File: src/rtl/vga_timing_rx_if.sv
// Video input bundle between the sync source (pins) and the timing receiver.
// master drives syncs/de, slave recovers coordinates and geometry.
interface vga_timing_rx_if;
   logic        hsync_in;
   logic        vsync_in;
   logic        de_in;
   logic        pix_valid;
   logic [10:0] pix_x;
   logic [10:0] pix_y;
   logic        line_start;
   logic        frame_start;
   logic [11:0] h_total;
   logic [11:0] h_active;
   logic [11:0] v_total;
   logic [11:0] v_active;
   logic        locked;
   logic        fmt_change;

   modport master (
      output hsync_in, vsync_in, de_in,
      input  pix_valid, pix_x, pix_y, line_start, frame_start,
      input  h_total, h_active, v_total, v_active, locked, fmt_change
   );

   modport slave (
      input  hsync_in, vsync_in, de_in,
      output pix_valid, pix_x, pix_y, line_start, frame_start,
      output h_total, h_active, v_total, v_active, locked, fmt_change
   );
endinterface

File: src/rtl/vga_timing_rx.sv
// Receive-side video timing recovery: pixel coordinates, line/frame geometry
// measurement and lock detection from incoming hsync/vsync/de.
//
// state   | meaning
// SEARCH  | no usable timing; waiting for a vsync leading edge
// MEASURE | counting consecutive frames with identical geometry
// LOCKED  | geometry stable; a differing frame pulses fmt_change
module vga_timing_rx #(
   parameter logic        HS_ACTIVE   = 1'b0,
   parameter logic        VS_ACTIVE   = 1'b0,
   parameter int unsigned LOCK_FRAMES = 3,
   parameter int unsigned H_TIMEOUT   = 4095
) (
   input logic           xclk,
   input logic           rst,
   vga_timing_rx_if.slave vid
);

   typedef enum logic [1:0] {
      SEARCH  = 2'd0,
      MEASURE = 2'd1,
      LOCKED  = 2'd2
   } state_e;

   localparam logic [11:0] TO_LIM = 12'(H_TIMEOUT);
   localparam logic [4:0]  LF_M1  = 5'(LOCK_FRAMES - 1);

   function automatic logic [11:0] sat12(input logic [11:0] v);
      return (v == 12'hFFF) ? v : v + 12'd1;
   endfunction

   function automatic logic [10:0] sat11(input logic [10:0] v);
      return (v == 11'h7FF) ? v : v + 11'd1;
   endfunction

   state_e      state_q, state_d;
   logic [3:0]  mc_q, mc_d;
   logic        pv_q, pv_d;

   logic        s_hs_q, s_vs_q, s_de_q;
   logic        d_hs_q, d_vs_q, d_de_q;
   logic        hs_lead, vs_lead, de_rise, de_fall;

   logic [11:0] hcnt_q, hcnt_d;
   logic [11:0] decnt_q, decnt_d;
   logic [11:0] lcnt_q, lcnt_d, lcnt_fr;
   logic [11:0] alcnt_q, alcnt_d, alcnt_fr;
   logic [11:0] h_total_w_q, h_total_w_d;
   logic [11:0] h_active_w_q, h_active_w_d;

   logic [11:0] h_total_q, h_total_d;
   logic [11:0] h_active_q, h_active_d;
   logic [11:0] v_total_q, v_total_d;
   logic [11:0] v_active_q, v_active_d;
   logic        fmt_change_q, fmt_change_d;

   logic        pix_valid_q, pix_valid_d;
   logic [10:0] pix_x_q, pix_x_d;
   logic [10:0] pix_y_q, pix_y_d;
   logic        line_start_q, line_start_d;
   logic        frame_start_q, frame_start_d;
   logic        fl_q, fl_d;
   logic        first_line;

   logic        timeout;
   logic        geom_match;
   logic        lock_hit;

   assign hs_lead = (s_hs_q == HS_ACTIVE) && (d_hs_q != HS_ACTIVE);
   assign vs_lead = (s_vs_q == VS_ACTIVE) && (d_vs_q != VS_ACTIVE);
   assign de_rise = s_de_q && !d_de_q;
   assign de_fall = !s_de_q && d_de_q;

   // Working counters; *_fr values include an hsync/de event in this very
   // cycle so a coincident vsync edge publishes them as part of the frame.
   always_comb begin
      hcnt_d       = hs_lead ? 12'd0 : sat12(hcnt_q);
      h_total_w_d  = hs_lead ? sat12(hcnt_q) : h_total_w_q;
      lcnt_fr      = hs_lead ? sat12(lcnt_q) : lcnt_q;
      alcnt_fr     = de_rise ? sat12(alcnt_q) : alcnt_q;
      decnt_d      = decnt_q;
      if (de_rise) begin
         decnt_d = 12'd1;
      end else if (s_de_q) begin
         decnt_d = sat12(decnt_q);
      end
      h_active_w_d = de_fall ? decnt_q : h_active_w_q;
      lcnt_d       = vs_lead ? 12'd0 : lcnt_fr;
      alcnt_d      = vs_lead ? 12'd0 : alcnt_fr;
   end

   assign timeout    = (hcnt_q >= TO_LIM);
   assign geom_match = pv_q
                       && (h_total_w_d  == h_total_q)
                       && (h_active_w_d == h_active_q)
                       && (lcnt_fr      == v_total_q)
                       && (alcnt_fr     == v_active_q);
   assign lock_hit   = ({1'b0, mc_q} + 5'd1) >= LF_M1;

   always_comb begin
      state_d      = state_q;
      mc_d         = mc_q;
      pv_d         = pv_q;
      fmt_change_d = 1'b0;
      h_total_d    = h_total_q;
      h_active_d   = h_active_q;
      v_total_d    = v_total_q;
      v_active_d   = v_active_q;
      if (timeout) begin
         state_d    = SEARCH;
         mc_d       = 4'd0;
         pv_d       = 1'b0;
         h_total_d  = 12'd0;
         h_active_d = 12'd0;
         v_total_d  = 12'd0;
         v_active_d = 12'd0;
      end else if (vs_lead) begin
         h_total_d  = h_total_w_d;
         h_active_d = h_active_w_d;
         v_total_d  = lcnt_fr;
         v_active_d = alcnt_fr;
         pv_d       = 1'b1;
         case (state_q)
            SEARCH: begin
               // The frame ending here began during search and is not a reference.
               state_d = MEASURE;
               mc_d    = 4'd0;
               pv_d    = 1'b0;
            end
            MEASURE: begin
               if (geom_match) begin
                  mc_d = mc_q + 4'd1;
                  if (lock_hit) begin
                     state_d = LOCKED;
                  end
               end else begin
                  mc_d = 4'd0;
               end
            end
            LOCKED: begin
               if (!geom_match) begin
                  state_d      = MEASURE;
                  mc_d         = 4'd0;
                  fmt_change_d = 1'b1;
               end
            end
            default: begin
               state_d = SEARCH;
               mc_d    = 4'd0;
               pv_d    = 1'b0;
            end
         endcase
      end
   end

   always_comb begin
      first_line    = fl_q || vs_lead;
      pix_valid_d   = s_de_q;
      line_start_d  = de_rise;
      frame_start_d = de_rise && first_line;
      fl_d          = de_rise ? 1'b0 : first_line;
      pix_x_d       = pix_x_q;
      pix_y_d       = pix_y_q;
      if (de_rise) begin
         pix_x_d = 11'd0;
         pix_y_d = first_line ? 11'd0 : sat11(pix_y_q);
      end else if (s_de_q) begin
         pix_x_d = sat11(pix_x_q);
      end
   end

   always_ff @(posedge xclk) begin
      if (rst) begin
         state_q <= SEARCH;
         mc_q    <= 4'd0;
         pv_q    <= 1'b0;
      end else begin
         state_q <= state_d;
         mc_q    <= mc_d;
         pv_q    <= pv_d;
      end
   end

   // Sync stages reset to the inactive level so release of reset is not an edge.
   always_ff @(posedge xclk) begin
      if (rst) begin
         s_hs_q        <= ~HS_ACTIVE;
         s_vs_q        <= ~VS_ACTIVE;
         s_de_q        <= 1'b0;
         d_hs_q        <= ~HS_ACTIVE;
         d_vs_q        <= ~VS_ACTIVE;
         d_de_q        <= 1'b0;
         hcnt_q        <= 12'd0;
         decnt_q       <= 12'd0;
         lcnt_q        <= 12'd0;
         alcnt_q       <= 12'd0;
         h_total_w_q   <= 12'd0;
         h_active_w_q  <= 12'd0;
         h_total_q     <= 12'd0;
         h_active_q    <= 12'd0;
         v_total_q     <= 12'd0;
         v_active_q    <= 12'd0;
         fmt_change_q  <= 1'b0;
         pix_valid_q   <= 1'b0;
         pix_x_q       <= 11'd0;
         pix_y_q       <= 11'd0;
         line_start_q  <= 1'b0;
         frame_start_q <= 1'b0;
         fl_q          <= 1'b0;
      end else begin
         s_hs_q        <= vid.hsync_in;
         s_vs_q        <= vid.vsync_in;
         s_de_q        <= vid.de_in;
         d_hs_q        <= s_hs_q;
         d_vs_q        <= s_vs_q;
         d_de_q        <= s_de_q;
         hcnt_q        <= hcnt_d;
         decnt_q       <= decnt_d;
         lcnt_q        <= lcnt_d;
         alcnt_q       <= alcnt_d;
         h_total_w_q   <= h_total_w_d;
         h_active_w_q  <= h_active_w_d;
         h_total_q     <= h_total_d;
         h_active_q    <= h_active_d;
         v_total_q     <= v_total_d;
         v_active_q    <= v_active_d;
         fmt_change_q  <= fmt_change_d;
         pix_valid_q   <= pix_valid_d;
         pix_x_q       <= pix_x_d;
         pix_y_q       <= pix_y_d;
         line_start_q  <= line_start_d;
         frame_start_q <= frame_start_d;
         fl_q          <= fl_d;
      end
   end

   assign vid.pix_valid   = pix_valid_q;
   assign vid.pix_x       = pix_x_q;
   assign vid.pix_y       = pix_y_q;
   assign vid.line_start  = line_start_q;
   assign vid.frame_start = frame_start_q;
   assign vid.h_total     = h_total_q;
   assign vid.h_active    = h_active_q;
   assign vid.v_total     = v_total_q;
   assign vid.v_active    = v_active_q;
   assign vid.locked      = (state_q == LOCKED);
   assign vid.fmt_change  = fmt_change_q;

endmodule
File: src/flat_wrapper.sv
// flat-port wrapper written by rule: the top's interface ports become plain ports
module vga_timing_rx_flat 
#(
   parameter logic        HS_ACTIVE   = 1'b0,
   parameter logic        VS_ACTIVE   = 1'b0,
   parameter int unsigned LOCK_FRAMES = 3,
   parameter int unsigned H_TIMEOUT   = 4095
)
  (xclk, rst, vid_hsync_in, vid_vsync_in, vid_de_in, vid_pix_valid, vid_pix_x, vid_pix_y, vid_line_start, vid_frame_start, vid_h_total, vid_h_active, vid_v_total, vid_v_active, vid_locked, vid_fmt_change);
  vga_timing_rx_if vid_i ();
  input logic xclk;
  input logic rst;
  input wire logic [$bits(vid_i.hsync_in)-1:0] vid_hsync_in;
  input wire logic [$bits(vid_i.vsync_in)-1:0] vid_vsync_in;
  input wire logic [$bits(vid_i.de_in)-1:0] vid_de_in;
  output wire logic [$bits(vid_i.pix_valid)-1:0] vid_pix_valid;
  output wire logic [$bits(vid_i.pix_x)-1:0] vid_pix_x;
  output wire logic [$bits(vid_i.pix_y)-1:0] vid_pix_y;
  output wire logic [$bits(vid_i.line_start)-1:0] vid_line_start;
  output wire logic [$bits(vid_i.frame_start)-1:0] vid_frame_start;
  output wire logic [$bits(vid_i.h_total)-1:0] vid_h_total;
  output wire logic [$bits(vid_i.h_active)-1:0] vid_h_active;
  output wire logic [$bits(vid_i.v_total)-1:0] vid_v_total;
  output wire logic [$bits(vid_i.v_active)-1:0] vid_v_active;
  output wire logic [$bits(vid_i.locked)-1:0] vid_locked;
  output wire logic [$bits(vid_i.fmt_change)-1:0] vid_fmt_change;
  assign vid_i.hsync_in = vid_hsync_in;
  assign vid_i.vsync_in = vid_vsync_in;
  assign vid_i.de_in = vid_de_in;
  assign vid_pix_valid = vid_i.pix_valid;
  assign vid_pix_x = vid_i.pix_x;
  assign vid_pix_y = vid_i.pix_y;
  assign vid_line_start = vid_i.line_start;
  assign vid_frame_start = vid_i.frame_start;
  assign vid_h_total = vid_i.h_total;
  assign vid_h_active = vid_i.h_active;
  assign vid_v_total = vid_i.v_total;
  assign vid_v_active = vid_i.v_active;
  assign vid_locked = vid_i.locked;
  assign vid_fmt_change = vid_i.fmt_change;
  vga_timing_rx #(.HS_ACTIVE(HS_ACTIVE), .VS_ACTIVE(VS_ACTIVE), .LOCK_FRAMES(LOCK_FRAMES), .H_TIMEOUT(H_TIMEOUT)) u_core (.xclk(xclk), .rst(rst), .vid(vid_i));
endmodule
File: config.mk
export PLATFORM = sky130hd
export DESIGN_NAME = vga_timing_rx_flat
export DESIGN_NICKNAME = d
export VERILOG_FILES = /design/src/rtl/vga_timing_rx_if.sv /design/src/rtl/vga_timing_rx.sv /design/src/flat_wrapper.sv
export SDC_FILE = /design/constraint.sdc
export NUM_CORES = 1
export LEC_CHECK = 0
export ABC_AREA = 0
export CAP_MARGIN = 30
export CELL_PAD_IN_SITES_DETAIL_PLACEMENT = 1
export CELL_PAD_IN_SITES_GLOBAL_PLACEMENT = 1
export CORE_MARGIN = 2
export CORE_UTILIZATION = 43
export CTS_BUF_LIST = sky130_fd_sc_hd__clkbuf_4 sky130_fd_sc_hd__clkbuf_8 sky130_fd_sc_hd__clkbuf_16
export DETAILED_ROUTE_END_ITERATION = 6
export PLACE_DENSITY = 0.83
export SYNTH_ARGS = -nofsm -noshare
export SYNTH_HDL_FRONTEND = slang
export SYNTH_SLANG_ARGS = --single-unit
File: constraint.sdc
create_clock -name xclk -period 3.9 [get_ports xclk]
set_input_delay 0.78 -clock xclk [delete_from_list [all_inputs] [get_ports xclk]]
set_output_delay 0.78 -clock xclk [all_outputs]
set_load 0.02 [all_outputs]
==> results.yml <==
floorplanning:
  pin_count: 80
  core_area_um2: 18600
  die-height_um: 141
  fp-row-count: 50
  dieArea_um2: 20000
  initial_utilization: 0.436
  die_w_um: 141
logic_synthesis:
  ys_types: 88
  synthTopCellsByArea: "dfxtp_1 39%, nor2_1 7.4%, xnor2_1 3.8%"
  synth.top_cell.area_share: 0.392
  yosys.area.top_type: "dfxtp_1"
  synthCells: 970
  yosysSeqAreaShare: 0.392
  async_flop_share: 0
  yosys_warnings: 0
  ys_seq_elements: 159
  synth_flop_cell: "dfxtp_1"
  synth_area_um2: 8130
  syn_avg_cell_area_um2: 8.38
  synth_nets: 986
  synth_edf_count: 0
global_route:
  grt_max_degree: 64
  grt_pass1_wl_um: 41800
  grt-busiest-layer: "met2"
  met2_usage: 0.447
  grt_use_met1: 0.342
  grt_overflow: 0
  first_global_vias: 7643
  grtUsageTotal: 0.265
  antenna_found_initial: 0
  grt_use_met3: 0.0499
power_and_ir_drop:
  p_per_area_nw_per_um2: 381
  finalPower_mw: 3.69
  ir_worst_vdd_uv: 328
  leakage_nw: 3.38
clock_tree:
  cts.sinks: 159
  cts_hold_buf: 0
  cts_buffers: 17
  cts_buffer_depth: 2
  clockRootBuffer: "clkbuf_16"
  cts_resized: 0
  post_cts_buffers: 0
  htree_levels: 4
  clk_pin_slew_worst_paths_ns: 0.06
  clk_latency_ns: 0.44
  cts_tree: "yes"
sta:
  setup_viol: 0
  slew-limit-headroom: 0.376
  period_share: 0.962
  finClkSkew_ns: 0.0128
  layout_setup_ws_ns: 0.147
  report.final.slew_viol_count: 0
  min_period_ns: 3.75
  max_freq_mhz: 266
  worst_pin_slew_ns: 0.928
  hold_viol_final: 0
place:
  post_dp_cell_area_um2: 9090
  port_buffers: 79
  dp_hpwl_um: 18700
  place_congestion: 0.937
  pre_cts_ws_ns: 0.127
layout:
  syn2layout_area_growth_pct: 19.1
  antennaDiodeCount: 0
  fin_area_um2: 9680
  nFillCells: 2232
  drive_above_1_share: 0.0840
  nets: 1052
  fin_util: 0.519
worst_setup_path:
  slowest_delay_ns: 0.76
  r2r_start: "u_core.hcnt_q[1]$_SDFF_PP0_"
  cp-startpoint: "u_core.hcnt_q[1]$_SDFF_PP0_"
  crit_path_cell_trace: "ha_1 -> nand3_1 -> or4_2 -> mux2i_1 -> a2111oi_2 -> nand4_1 -> nor4_1 -> nand4_2 -> o311a_1 -> a211oi_2"
  worst_ep_required_time_ns: 4.25
  crit_slowest_cell: "or4_2"
  critPathKind: "reg -> reg"
  end_kind: "register"
  worst_setup_path_start_kind: "register"
  path_max_fanout: 10
  crit_arrival_ns: 4.11
detailed_routing:
  drc: 0
  wl_per_cell_um: 20.4
  viasPerCell: 5.98
  drtIter0Drc: 498
  num_vias: 7662
  wl_um: 26200
  detail-route-antenna-nets: 0
  firstDrtPassIters: 5
run_status:
  status: "complete, no violations"
hold_path:
  worstHoldStart: "u_core.vid.h_total[3]$_SDFFE_PP0P_"
  holdCritPathClass: "reg -> reg"
run:
  maxCapViolCount: 0
power breakdown:
part | switching [mW] | internal [mW] | total (mW)
registers | 0.0449 | 1.66 | 1.70
logic | 0.213 | 0.133 | 0.346
clock network | 0.732 | 0.905 | 1.64
total | 0.990 | 2.70 | 3.69
cells in the final DEF, fill, tap and decap left out, drive strengths merged, types with 10 or more instances in the layout:
cell           count
dfxtp            159
ha                11
nand2b            13
a31oi             11
mux2i             25
clkdlybuf4s50     79
nand2             64
a21oi             49
nor2             160
clkbuf            18
inv               30
and3              10
nor4              22
xnor2             35
nor2b             27
nand4             22
and2              11
o21ai             23
nor3              35
buf               21
a211oi            33
xor2              29
nand3             31
per-layer routing:
layer / wire, um / vias up
met3: 1240 / 51
met1: 11700 / 3786
met5: 0 / -
met2: 12500 / 213
li1: - / 3612
met4: 669 / 0
registers in the layout, indices dropped and copies added (netlist names), 11 cells and up:
register             flops
u_core.alcnt_q          12
u_core.h_total_w_q      12
u_core.vid.h_active     12
u_core.h_active_w_q     12
u_core.vid.v_total      12
u_core.vid.pix_y        11
u_core.hcnt_q           12
u_core.vid.h_total      12
u_core.lcnt_q           12
u_core.vid.v_active     12
u_core.decnt_q          12
u_core.vid.pix_x        11
Yosys cell counts, types with 5 or more instances:
cell and instances:
a211oi_1 32, o31ai_1 8, o21ai_0 22, a2111oi_0 6
a21oi_1 49, nand4_1 21, or2_2 5, clkbuf_8 6
nand3_1 30, xnor2_1 35, nor2b_1 27, inv_1 25
and3_1 9, dfxtp_1 159, xor2_1 29, nor3b_1 6
mux2i_1 25, o211ai_1 6, nand2b_1 13, ha_1 11
nand2_1 63, nor4_1 20, clkbuf_1 37, a31oi_1 10
and2_1 10, nor2_1 160, nor4b_1 5, nor3_1 34
buf_2 6, or3_1 7
path summary, 6_finish.rpt:
check | end | depth (start not counted) | slack (ns)
worst max register to register | u_core.state_q[0]$_SDFFE_PP0P_ | 10 | 0.15
worst min register to register | u_core.vid.h_total[3]$_SDFFE_PP0P_ | 2 | 0.49
worst max-delay path | u_core.state_q[0]$_SDFFE_PP0P_ | 10 | 0.15
worst min-delay path | u_core.vid.h_total[3]$_SDFFE_PP0P_ | 2 | 0.49
cell type report:
cell class,count,area (um^2),share of cell area
multi-input cells,733,4590,0.475
clock inverters,13,129,0.0133
repair buffers,100,948,0.0980
inverters,25,93.8,0.00969
well taps,234,293,0.0302
clock buffers,18,439,0.0454
flip-flops and latches,159,3180,0.329
logic make-up (layout without fill, tap and decap cells):
kind of cell	count (synthesis)	after routing	share of synthesized area
and+or+nand+nor	441	441	0.277
AOI/OAI and AO/OA	192	192	0.167
DFF	159	159	0.392
buffers and inverters	78	156	0.0476
xor gates and xnor gates	64	64	0.0690
muxes	25	25	0.0308
adders and majority gates	11	11	0.0169
worst max-delay path: cells and delay by family, from the launching register on:
kind,cells,cell delay [ns]
compound gates,3,0.99
mux,1,0.28
fa+ha+maj,1,0.22
simple gates,5,1.79
flops,1,0.39
stage by stage:
stage                     hold WS (ns)  setup TNS [ns]  instances
after global placement           0.447               0       1251
after floorplan                  0.432               0        970
final                            0.489               0       1282
after detailed placement         0.461               0       1251
after CTS                        0.489               0       1282
after global routing             0.502         -0.0894       1282
Note: power is estimated with default switching activity, not from simulation.
